===== src/rtl/exc_ctrl.sv =====
// -----------------------------------------------------------------------------
// exc_ctrl - exception / interrupt initiator at the MEM/commit stage.
//
// Ranks the per-instruction exception flags and the pending interrupt by
// priority. For an accepted event it sends CP0 a one-cycle one-hot commit,
// carrying the faulting PC, the delay-slot flag and the bad address. It then
// flushes IF..MEM and redirects fetch, through a valid/ready handshake, to the
// exception vector, or to EPC for ERET.
//
// Ports
//   clk, rst             clock (posedge), asynchronous active-low reset
//   MemValid_i           valid instruction in MEM
//   MemPC_i              PC of the MEM instruction
//   MemInDelaySlot_i     MEM instruction sits in a branch delay slot
//   MemExc_i[7:0]        IF AdEL, RI, Ov, Syscall, Break, ld AdEL, st AdES, ERET
//   MemVAddr_i           data virtual address of the MEM instruction
//   CP0Status_i/Cause_i/EPC_i  current CP0 register values
//   HwInt_i[5:0]         asynchronous external interrupt lines
//   TimerInt_i           CP0 timer interrupt (clk domain)
//   ExceptType_o[8:0]    one-hot commit to CP0 (Int, IF AdEL, ..., ERET)
//   ExcPC_o              faulting instruction PC
//   IsDelaySlot_o        delay-slot flag of the event
//   BadVAddr_o           bad address for address-error events, else 0
//   HwIntSync_o[5:0]     synchronised HwInt_i for Cause.IP[7:2]
//   Flush_o              kill IF..MEM
//   RedirectValid_o      RedirectPC_o is valid
//   RedirectPC_o         fetch redirect target
//   RedirectReady_i      IF accepts the redirect
//   Busy_o               FSM is not in IDLE
// -----------------------------------------------------------------------------
module exc_ctrl #(
  parameter logic [31:0] EXC_VECTOR  = 32'hBFC0_0380,
  parameter int          SYNC_STAGES = 2
) (
  input  logic        clk,
  input  logic        rst,
  input  logic        MemValid_i,
  input  logic [31:0] MemPC_i,
  input  logic        MemInDelaySlot_i,
  input  logic [7:0]  MemExc_i,
  input  logic [31:0] MemVAddr_i,
  input  logic [31:0] CP0Status_i,
  input  logic [31:0] CP0Cause_i,
  input  logic [31:0] CP0EPC_i,
  input  logic [5:0]  HwInt_i,
  input  logic        TimerInt_i,
  output logic [8:0]  ExceptType_o,
  output logic [31:0] ExcPC_o,
  output logic        IsDelaySlot_o,
  output logic [31:0] BadVAddr_o,
  output logic [5:0]  HwIntSync_o,
  output logic        Flush_o,
  output logic        RedirectValid_o,
  output logic [31:0] RedirectPC_o,
  input  logic        RedirectReady_i,
  output logic        Busy_o
);

  typedef enum logic [1:0] {
    IDLE     = 2'd0,
    COMMIT   = 2'd1,
    REDIRECT = 2'd2
  } state_t;

  state_t state_q, state_d;

  logic [SYNC_STAGES-1:0][5:0] sync_q;

  logic [8:0]  exc_type_q, exc_type_d;
  logic [31:0] exc_pc_q, exc_pc_d;
  logic        dslot_q, dslot_d;
  logic [31:0] bad_vaddr_q, bad_vaddr_d;
  logic [31:0] target_q, target_d;
  logic        flush_q, flush_d;
  logic        rvalid_q, rvalid_d;
  logic [31:0] rpc_q, rpc_d;
  logic        busy_q, busy_d;

  logic [7:0] ip_w;
  logic       int_pend;
  logic [8:0] req;
  logic [8:0] sel;

  // Status/Cause bits that play no part in interrupt qualification.
  logic unused_cp0_bits;
  assign unused_cp0_bits = ^{CP0Status_i[31:16], CP0Status_i[7:2],
                             CP0Cause_i[31:10], CP0Cause_i[7:0]};

  // Event detection: IP vector aligned {IP7..IP2, IP1, IP0} against IM[15:8];
  // the timer shares IP7 with HwInt[5].
  always_comb begin
    ip_w     = {sync_q[SYNC_STAGES-1][5] | TimerInt_i,
                sync_q[SYNC_STAGES-1][4:0], CP0Cause_i[9:8]};
    int_pend = CP0Status_i[0] & ~CP0Status_i[1] & (|(ip_w & CP0Status_i[15:8]));
    // Bit order of req already matches the ExceptType one-hot, lowest bit
    // highest priority, so isolating the lowest set bit selects the winner.
    req      = {MemExc_i, int_pend};
    sel      = req & (~req + 9'd1);
  end

  always_comb begin
    state_d     = state_q;
    exc_type_d  = 9'd0;
    exc_pc_d    = exc_pc_q;
    dslot_d     = dslot_q;
    bad_vaddr_d = bad_vaddr_q;
    target_d    = target_q;
    flush_d     = 1'b0;
    rvalid_d    = 1'b0;
    rpc_d       = rpc_q;
    unique case (state_q)
      IDLE: begin
        if (MemValid_i && (sel != 9'd0)) begin
          state_d    = COMMIT;
          exc_type_d = sel;
          exc_pc_d   = MemPC_i;
          dslot_d    = MemInDelaySlot_i;
          if (sel[1])
            bad_vaddr_d = MemPC_i;
          else if (sel[6] || sel[7])
            bad_vaddr_d = MemVAddr_i;
          else
            bad_vaddr_d = 32'd0;
          target_d   = sel[8] ? CP0EPC_i : EXC_VECTOR;
          flush_d    = 1'b1;
        end
      end
      COMMIT: begin
        state_d  = REDIRECT;
        flush_d  = 1'b1;
        rvalid_d = 1'b1;
        rpc_d    = target_q;
      end
      REDIRECT: begin
        if (RedirectReady_i) begin
          state_d = IDLE;
        end else begin
          flush_d  = 1'b1;
          rvalid_d = 1'b1;
        end
      end
      default: state_d = IDLE;
    endcase
    busy_d = (state_d != IDLE);
  end

  // Registered state, outputs and HwInt synchroniser.
  always_ff @(posedge clk or negedge rst) begin
    if (!rst) begin
      state_q     <= IDLE;
      sync_q      <= '0;
      exc_type_q  <= 9'd0;
      exc_pc_q    <= 32'd0;
      dslot_q     <= 1'b0;
      bad_vaddr_q <= 32'd0;
      target_q    <= 32'd0;
      flush_q     <= 1'b0;
      rvalid_q    <= 1'b0;
      rpc_q       <= 32'd0;
      busy_q      <= 1'b0;
    end else begin
      state_q     <= state_d;
      sync_q[0]   <= HwInt_i;
      for (int i = 1; i < SYNC_STAGES; i++) sync_q[i] <= sync_q[i-1];
      exc_type_q  <= exc_type_d;
      exc_pc_q    <= exc_pc_d;
      dslot_q     <= dslot_d;
      bad_vaddr_q <= bad_vaddr_d;
      target_q    <= target_d;
      flush_q     <= flush_d;
      rvalid_q    <= rvalid_d;
      rpc_q       <= rpc_d;
      busy_q      <= busy_d;
    end
  end

  assign ExceptType_o    = exc_type_q;
  assign ExcPC_o         = exc_pc_q;
  assign IsDelaySlot_o   = dslot_q;
  assign BadVAddr_o      = bad_vaddr_q;
  assign HwIntSync_o     = sync_q[SYNC_STAGES-1];
  assign Flush_o         = flush_q;
  assign RedirectValid_o = rvalid_q;
  assign RedirectPC_o    = rpc_q;
  assign Busy_o          = busy_q;

endmodule


===== config.mk =====
export PLATFORM = sky130hd
export DESIGN_NAME = exc_ctrl
export DESIGN_NICKNAME = d
export VERILOG_FILES = /design/src/rtl/exc_ctrl.sv
export SDC_FILE = /design/constraint.sdc
export NUM_CORES = 1
export LEC_CHECK = 0
export CAP_MARGIN = 10
export CORE_UTILIZATION = 37
export CTS_BUF_LIST = sky130_fd_sc_hd__clkbuf_16
export CTS_CLUSTER_SIZE = 14
export DETAILED_ROUTE_END_ITERATION = 7
export HOLD_SLACK_MARGIN = 0.06
export PLACE_DENSITY = 0.76
export SETUP_SLACK_MARGIN = 0.2
export SLEW_MARGIN = 40
export SYNTH_ARGS = -nofsm -noshare
export SYNTH_HDL_FRONTEND = slang
export SYNTH_SLANG_ARGS = --single-unit

===== constraint.sdc =====
create_clock -name clk -period 1.94 [get_ports clk]
set_clock_uncertainty 0.15 [all_clocks]
set_input_delay 0.291 -clock clk [delete_from_list [all_inputs] [get_ports clk]]
set_output_delay 0.291 -clock clk [all_outputs]
set_load 0.005 [all_outputs]

==> metrics.txt, run 1 <==
CTS sink cnt 155; EDFF count, synth 0; final WL 18900 microns; failing checks setup timing; io pins 295; drc violations 0; top-area cell type share of the netlist area 0.620; PwrDens 1160 mW/mm^2; CP Launch Type flop; Rows 47; DRT antenna net count 0; Reg2Reg Capture Point ExcPC_o[10]$_DFFE_PN0P_; Top FF cell, synth dfrtp_1; Max Clk Rate 480 MHz; first-pass GRT wire length 29000 microns; fin nets 932; clock buffer count from CTS 17; YS warnings 0; crit path time final 2080 ps; HPWL after DPL around 13000 microns; placer congestion estimate 0.868; Die Width between 100 and 150 microns; Fill cells 1165; Area Growth Syn to Fin 73.7%; # H-tree levels 4; CP Data Required Time 2080 ps; max_slew headroom 0.646; status complete, but fails checks; Yosys cell types 44; initial antenna violation count 0; WP data arrival 2220 ps; Min-Delay Path Class input port to flop; vias in the first global route approximately 5500; GRT met1 Usage 0.230; most numerous cell in the Yosys netlist dfrtp_1; RSZ-0062 raised after global routing true; 1st-pass router iterations 4; Finished Cell Area 0.0109 sq mm; top post-synthesis cells by count dfrtp_1, inv_1, mux2_2; max-cap violations 0; period utilization 1.07; Root Buffer clkbuf_16; met3 GRT Util 0.0573; critical path endpoint category flop; share of layout cells above drive strength 1 0.288; largest area contributor in the synthesized netlist dfrtp_1; Crit Path Category flop to flop; Post-Syn Area 0.00625 sq mm; async set-reset flop share out of synthesis 1.00; Worst-Skew Late Latency 410 ps; total grt overflow 0; chip height 132 microns; Reg2Reg Depth 6; syn_nets 630; hold path start MemExc_i[1]; final hold slack 102 ps; synthesized area per cell 14.0 sq um; CTS tree yes; Starting Density 0.378; Synth Instances 446; placed instance area approximately 0.0094 sq mm; Yosys reg bits 155; DIE AREA 0.0174 sq mm; setup ws final -144 ps; critical path fanouts, max 23; fin. max-slew vios 0; DRT iter0 DRCs approximately 230; core area 0.0165 sq mm; Least-Margin Pin Slew 529 ps; Hold Path End ExceptType_o[3]$_DFF_PN0_; GRT Util Overall 0.214; register area share after synthesis 0.620; top post-synthesis cells by area dfrtp_1, mux2_2, mux2_1, a22oi_1, o32ai_1; CTS clk-pin slew, worst paths 60 ps; reg2reg setup slack -140 ps; largest net degree at the start of global routing slightly above 50; Via density 5.15; Inserted Diodes 0; Pleak 5.15 nW; IO Port Bufs between 200 and 250; drt wl/cell 19.4 microns; VDD IR max between 0.6 and 0.7 mV; clk buf depth 2; Vias 5032; final hold violations 0; Final setup viols 100; Worst Hold Depth 2; reg-to-reg startpoint HwIntSync_o[0]$_DFF_PN0_; most used routing layer in global routing met2; Placement Setup Slack -564 ps; met2 Usage GRT 0.392
==> how the worst max path moves through the flow <==
stage | start | depth (start not counted) | to
2_1_floorplan | HwIntSync_o[0]$_DFF_PN0_ | 5 | ExcPC_o[0]$_DFFE_PN0P_
3_3_place_gp | CP0Cause_i[8] | 7 | ExcPC_o[24]$_DFFE_PN0P_
4_1_cts | HwIntSync_o[0]$_DFF_PN0_ | 6 | ExcPC_o[5]$_DFFE_PN0P_
5_1_grt | HwIntSync_o[0]$_DFF_PN0_ | 9 | target_q[19]$_DFFE_PN0P_
3_5_place_dp | MemExc_i[1] | 6 | ExcPC_o[22]$_DFFE_PN0P_
6_report | HwIntSync_o[0]$_DFF_PN0_ | 6 | ExcPC_o[10]$_DFFE_PN0P_
==> flip-flops by register name, indices dropped and copies added, names as in the netlist <==
register,cells
state_q,2
sync_q,6
ExceptType_o,9
BadVAddr_o,32
ExcPC_o,32
target_q,32
HwIntSync_o,6
RedirectPC_o,32
IsDelaySlot_o,1
Busy_o,1
Flush_o,1
RedirectValid_o,1
==> power by group <==
part | total, mW | internal (mW) | switching [mW]
Combinational | 4.68 | 2.81 | 1.86
Sequential | 4.31 | 3.94 | 0.369
Clock | 3.60 | 2.37 | 1.24
Total | 12.6 | 9.13 | 3.47
==> metal layers <==
| layer | up-vias | part of all wire |
|---|---|---|
| li1 | 2252 | - |
| met1 | 2561 | 0.38 |
| met2 | 186 | 0.53 |
| met3 | 33 | 0.059 |
| met4 | 0 | 0.025 |
| met5 | - | 0 |
==> cell type report <==
cell class / instances / area, sq um / share of cell area
clock inverter: 12 / 208 / 0.0191
timing repair buffer: 321 / 3400 / 0.313
tap: 220 / 275 / 0.0253
sequential: 155 / 3880 / 0.357
inverter: 38 / 145 / 0.0134
clock buffer: 17 / 425 / 0.0392
multi-input combinational: 215 / 2530 / 0.233
==> critical path: stages (launching register included) <==
cell and delay [ps]:
dfrtp_1 370, a222oi_1 300, buf_4 190, nand3_4 80, o211ai_4 270, buf_12 230, mux2_1 350
==> cells by family after synthesis <==
| kind of cell | Yosys count | share of synthesized area |
|---|---|---|
| flops | 155 | 0.620 |
| compound gates | 111 | 0.155 |
| simple gates | 35 | 0.0378 |
| fa+ha+maj | 4 | 0.00801 |
| buf+inv | 76 | 0.0618 |
| mux | 65 | 0.117 |
==> stage by stage <==
| stage | utilization | setup TNS, ps | cells | total power [mW] |
|---|---|---|---|---|
| final | 0.657 | -7840 | 978 | 12.6 |
| after global routing | 0.657 | -14540 | 978 | 13.2 |
| after CTS | 0.624 | -8170 | 962 | 12.1 |
| after detailed placement | 0.568 | -52570 | 915 | 8.38 |
| after global placement | 0.568 | -47660 | 915 | 8.24 |
| after floorplan | - | -331 | 446 | 6.02 |
==> cell usage in the layout, fill, tap and decap left out, drive strengths merged, types with 20 or more instances in the layout <==
cell,count
dfrtp,155
clkdlybuf4s50,148
buf,73
mux2,65
dlygate4sd2,46
dlymetal6s2s,44
inv,41
a22oi,34
o32ai,32
clkbuf,22
a22o,20
==> what timing repair did <==
item / 4_1_cts / 5_1_grt
hold buffers: 2 / 0
pin swaps: 8 / 18
hold endpoints to repair: 47 / 0
resized for setup: 81 / 84
setup buffers: 12 / 11
cloned: 4 / 5
setup endpoints to repair: 155 / 161
Note: power is estimated with default switching activity, not from simulation.
==> inputs of run 2 (changes only) <==
--- a/config.mk
+++ b/config.mk
@@ -6,6 +6,7 @@
 export NUM_CORES = 1
 export LEC_CHECK = 0
 export CAP_MARGIN = 10
+export CORE_ASPECT_RATIO = 0.9
 export CORE_UTILIZATION = 37
 export CTS_BUF_LIST = sky130_fd_sc_hd__clkbuf_16
 export CTS_CLUSTER_SIZE = 14
==> run 2 against run 1 <==
Against the previous run: the flow finishes with violations (DRC, setup timing); routed wire length grew 7.8%; via count is 0.91% higher; sequential share of layout area about the same; power fell by 1.5%; sequential power is essentially flat; clock-buffer cell count did not move; critical path type unchanged; critical endpoint is now ExcPC_o[16]$_DFFE_PN0P_; largest cell class unchanged; largest power group unchanged.
==> metrics.txt, run 2 (synthesis results as in run 1) <==
status complete, but fails checks; failing checks DRC, setup timing; DRT iter0 DRCs approximately 240; reg-to-reg startpoint HwIntSync_o[1]$_DFF_PN0_; initial antenna violation count 0; Min-Delay Path Class input port to flop; Reg2Reg Depth 6; Fill cells 1134; DIE AREA 0.0174 sq mm; Sequential Area slightly below 0.004 sq mm; VDD IR max 0.790 mV; Critical Path, Cell by Cell a22oi_1, nand3_2, o211ai_4, buf_4, buf_12, mux2_2; CP Data Required Time 2090 ps; drt wl/cell about 21 microns; Die Width between 100 and 150 microns; final std cells w/o fill 973; final hold slack 138 ps; DR top layer met4; Final setup viols 104; Worst path max stage delay 390 ps; PwrDens 1140 mW/mm^2; io pins 295; first-pass GRT wire length slightly above 30000 microns; HPWL after DPL ~12000 microns; Finished Cell Area 0.0109 sq mm; Vias 5078; Design Power about 12 mW; RSZ-0062 raised after global routing true; CTS clk-pin slew, worst paths 70 ps; final WL 20400 microns; Root Buffer clkbuf_16; share of layout cells above drive strength 1 0.291; critical path fanouts, max 16; Worst Hold Depth 2; clk buf depth 2; WL met2 10400 microns; Pleak 5.05 nW; max-cap violations 0; placer congestion estimate 0.815; setup TNS -9650 ps; hold path start MemExc_i[2]; CTS tree yes; Cells after DPL 895; chip height 125 microns; most common cell after layout, fill and taps aside dfrtp_1; Max Clk Rate approximately 470 MHz; WP data arrival between 2000 and 2500 ps; vias in the first global route 5459; max_slew headroom 0.678; 1st-pass router iterations 8; most frequent cells in the layout dfrtp_1, clkdlybuf4s50_1, dlygate4sd2_1; Area Growth Syn to Fin 73.9%; Placement Setup Slack -541 ps; Finished Core Util 0.665; CTS sink cnt 155; Crit Path Category flop to flop; Inserted Diodes 0; CP Launch Type flop; Starting Density 0.382; core area roughly 0.016 sq mm; met1 wire length 7980 microns; Worst-Skew Late Latency 420 ps; critical path endpoint category flop; DRT antenna net count 0; setup ws final -173 ps; placed instance area approximately 0.0093 sq mm; Worst Setup SP HwIntSync_o[1]$_DFF_PN0_; # H-tree levels 4; Rows 44; fin nets 937; clock buffer count from CTS 17; total grt overflow 0; final hold violations 0; drc violations 20; GRT Util Overall 0.226; Least-Margin Pin Slew 484 ps; met3 WL 1590 microns; Multi-input gate area between 0.002 and 0.0025 sq mm; CP max stage cell dfrtp_1; crit path time final 2110 ps; Via density 5.22; largest net degree at the start of global routing 43; IO Port Bufs 242; fin. max-slew vios 0; period utilization 1.09
[run 2: cell count changes in the layout (fill, tap and decap cells not counted), sizes merged]
| cell | previous run | this run |
|---|---|---|
| clkinv | 2 | 1 |
| buf | 73 | 79 |
| bufbuf | 2 | 1 |
| inv | 41 | 47 |
| bufinv | 6 | 2 |
| dlymetal6s2s | 44 | 32 |
| clkinvlp | 1 | 3 |
| dlygate4sd2 | 46 | 74 |
| clkdlybuf4s50 | 148 | 132 |
[run 2: final cells by class]
class,count,area share
inverter,38,0.0138
multi-input combinational,215,0.230
tap,207,0.0238
sequential,155,0.357
clock buffer,17,0.0391
clock inverter,15,0.0160
timing repair buffer,326,0.321
[run 2: what timing repair did]
action / in CTS / in global routing
hold buffers: 2 / 0
gates resized for setup: 124 / 63
pin swaps: 17 / 23
setup buffers: 16 / 12
gates cloned: 7 / 9
hold endpoints to repair: 156 / 0
setup endpoints to repair: 182 / 143
[run 2: layer usage]
layer | GRT usage | up-vias
met3 | 0.0781 | 31
met1 | 0.267 | 2568
li1 | - | 2264
met4 | 0.0712 | 0
met2 | 0.388 | 215
met5 | 0 | -
[run 2: path summary, 6_finish.rpt]
| kind | end | slack, ps |
|---|---|---|
| min in group asynchronous | target_q[24]$_DFFE_PN0P_ | 200 |
| max reg2reg | ExcPC_o[16]$_DFFE_PN0P_ | -170 |
| min reg2reg | HwIntSync_o[4]$_DFF_PN0_ | 200 |
| max | ExcPC_o[16]$_DFFE_PN0P_ | -170 |
| max in group asynchronous | ExcPC_o[27]$_DFFE_PN0P_ | 860 |
| min | ExceptType_o[3]$_DFF_PN0_ | 140 |
[run 2: power breakdown]
part	switching (mW)	internal (mW)
registers	0.372	3.94
clock network	1.45	1.94
logic	1.96	2.74
total	3.78	8.62
[run 2: worst max-delay path, delay by kind of cell, from the launching register on]
family | cells | cell delay [ps]
muxes | 1 | 370
DFF | 1 | 390
and+or+nand+nor | 1 | 200
buffers and inverters | 2 | 320
AOI/OAI and AO/OA | 2 | 560
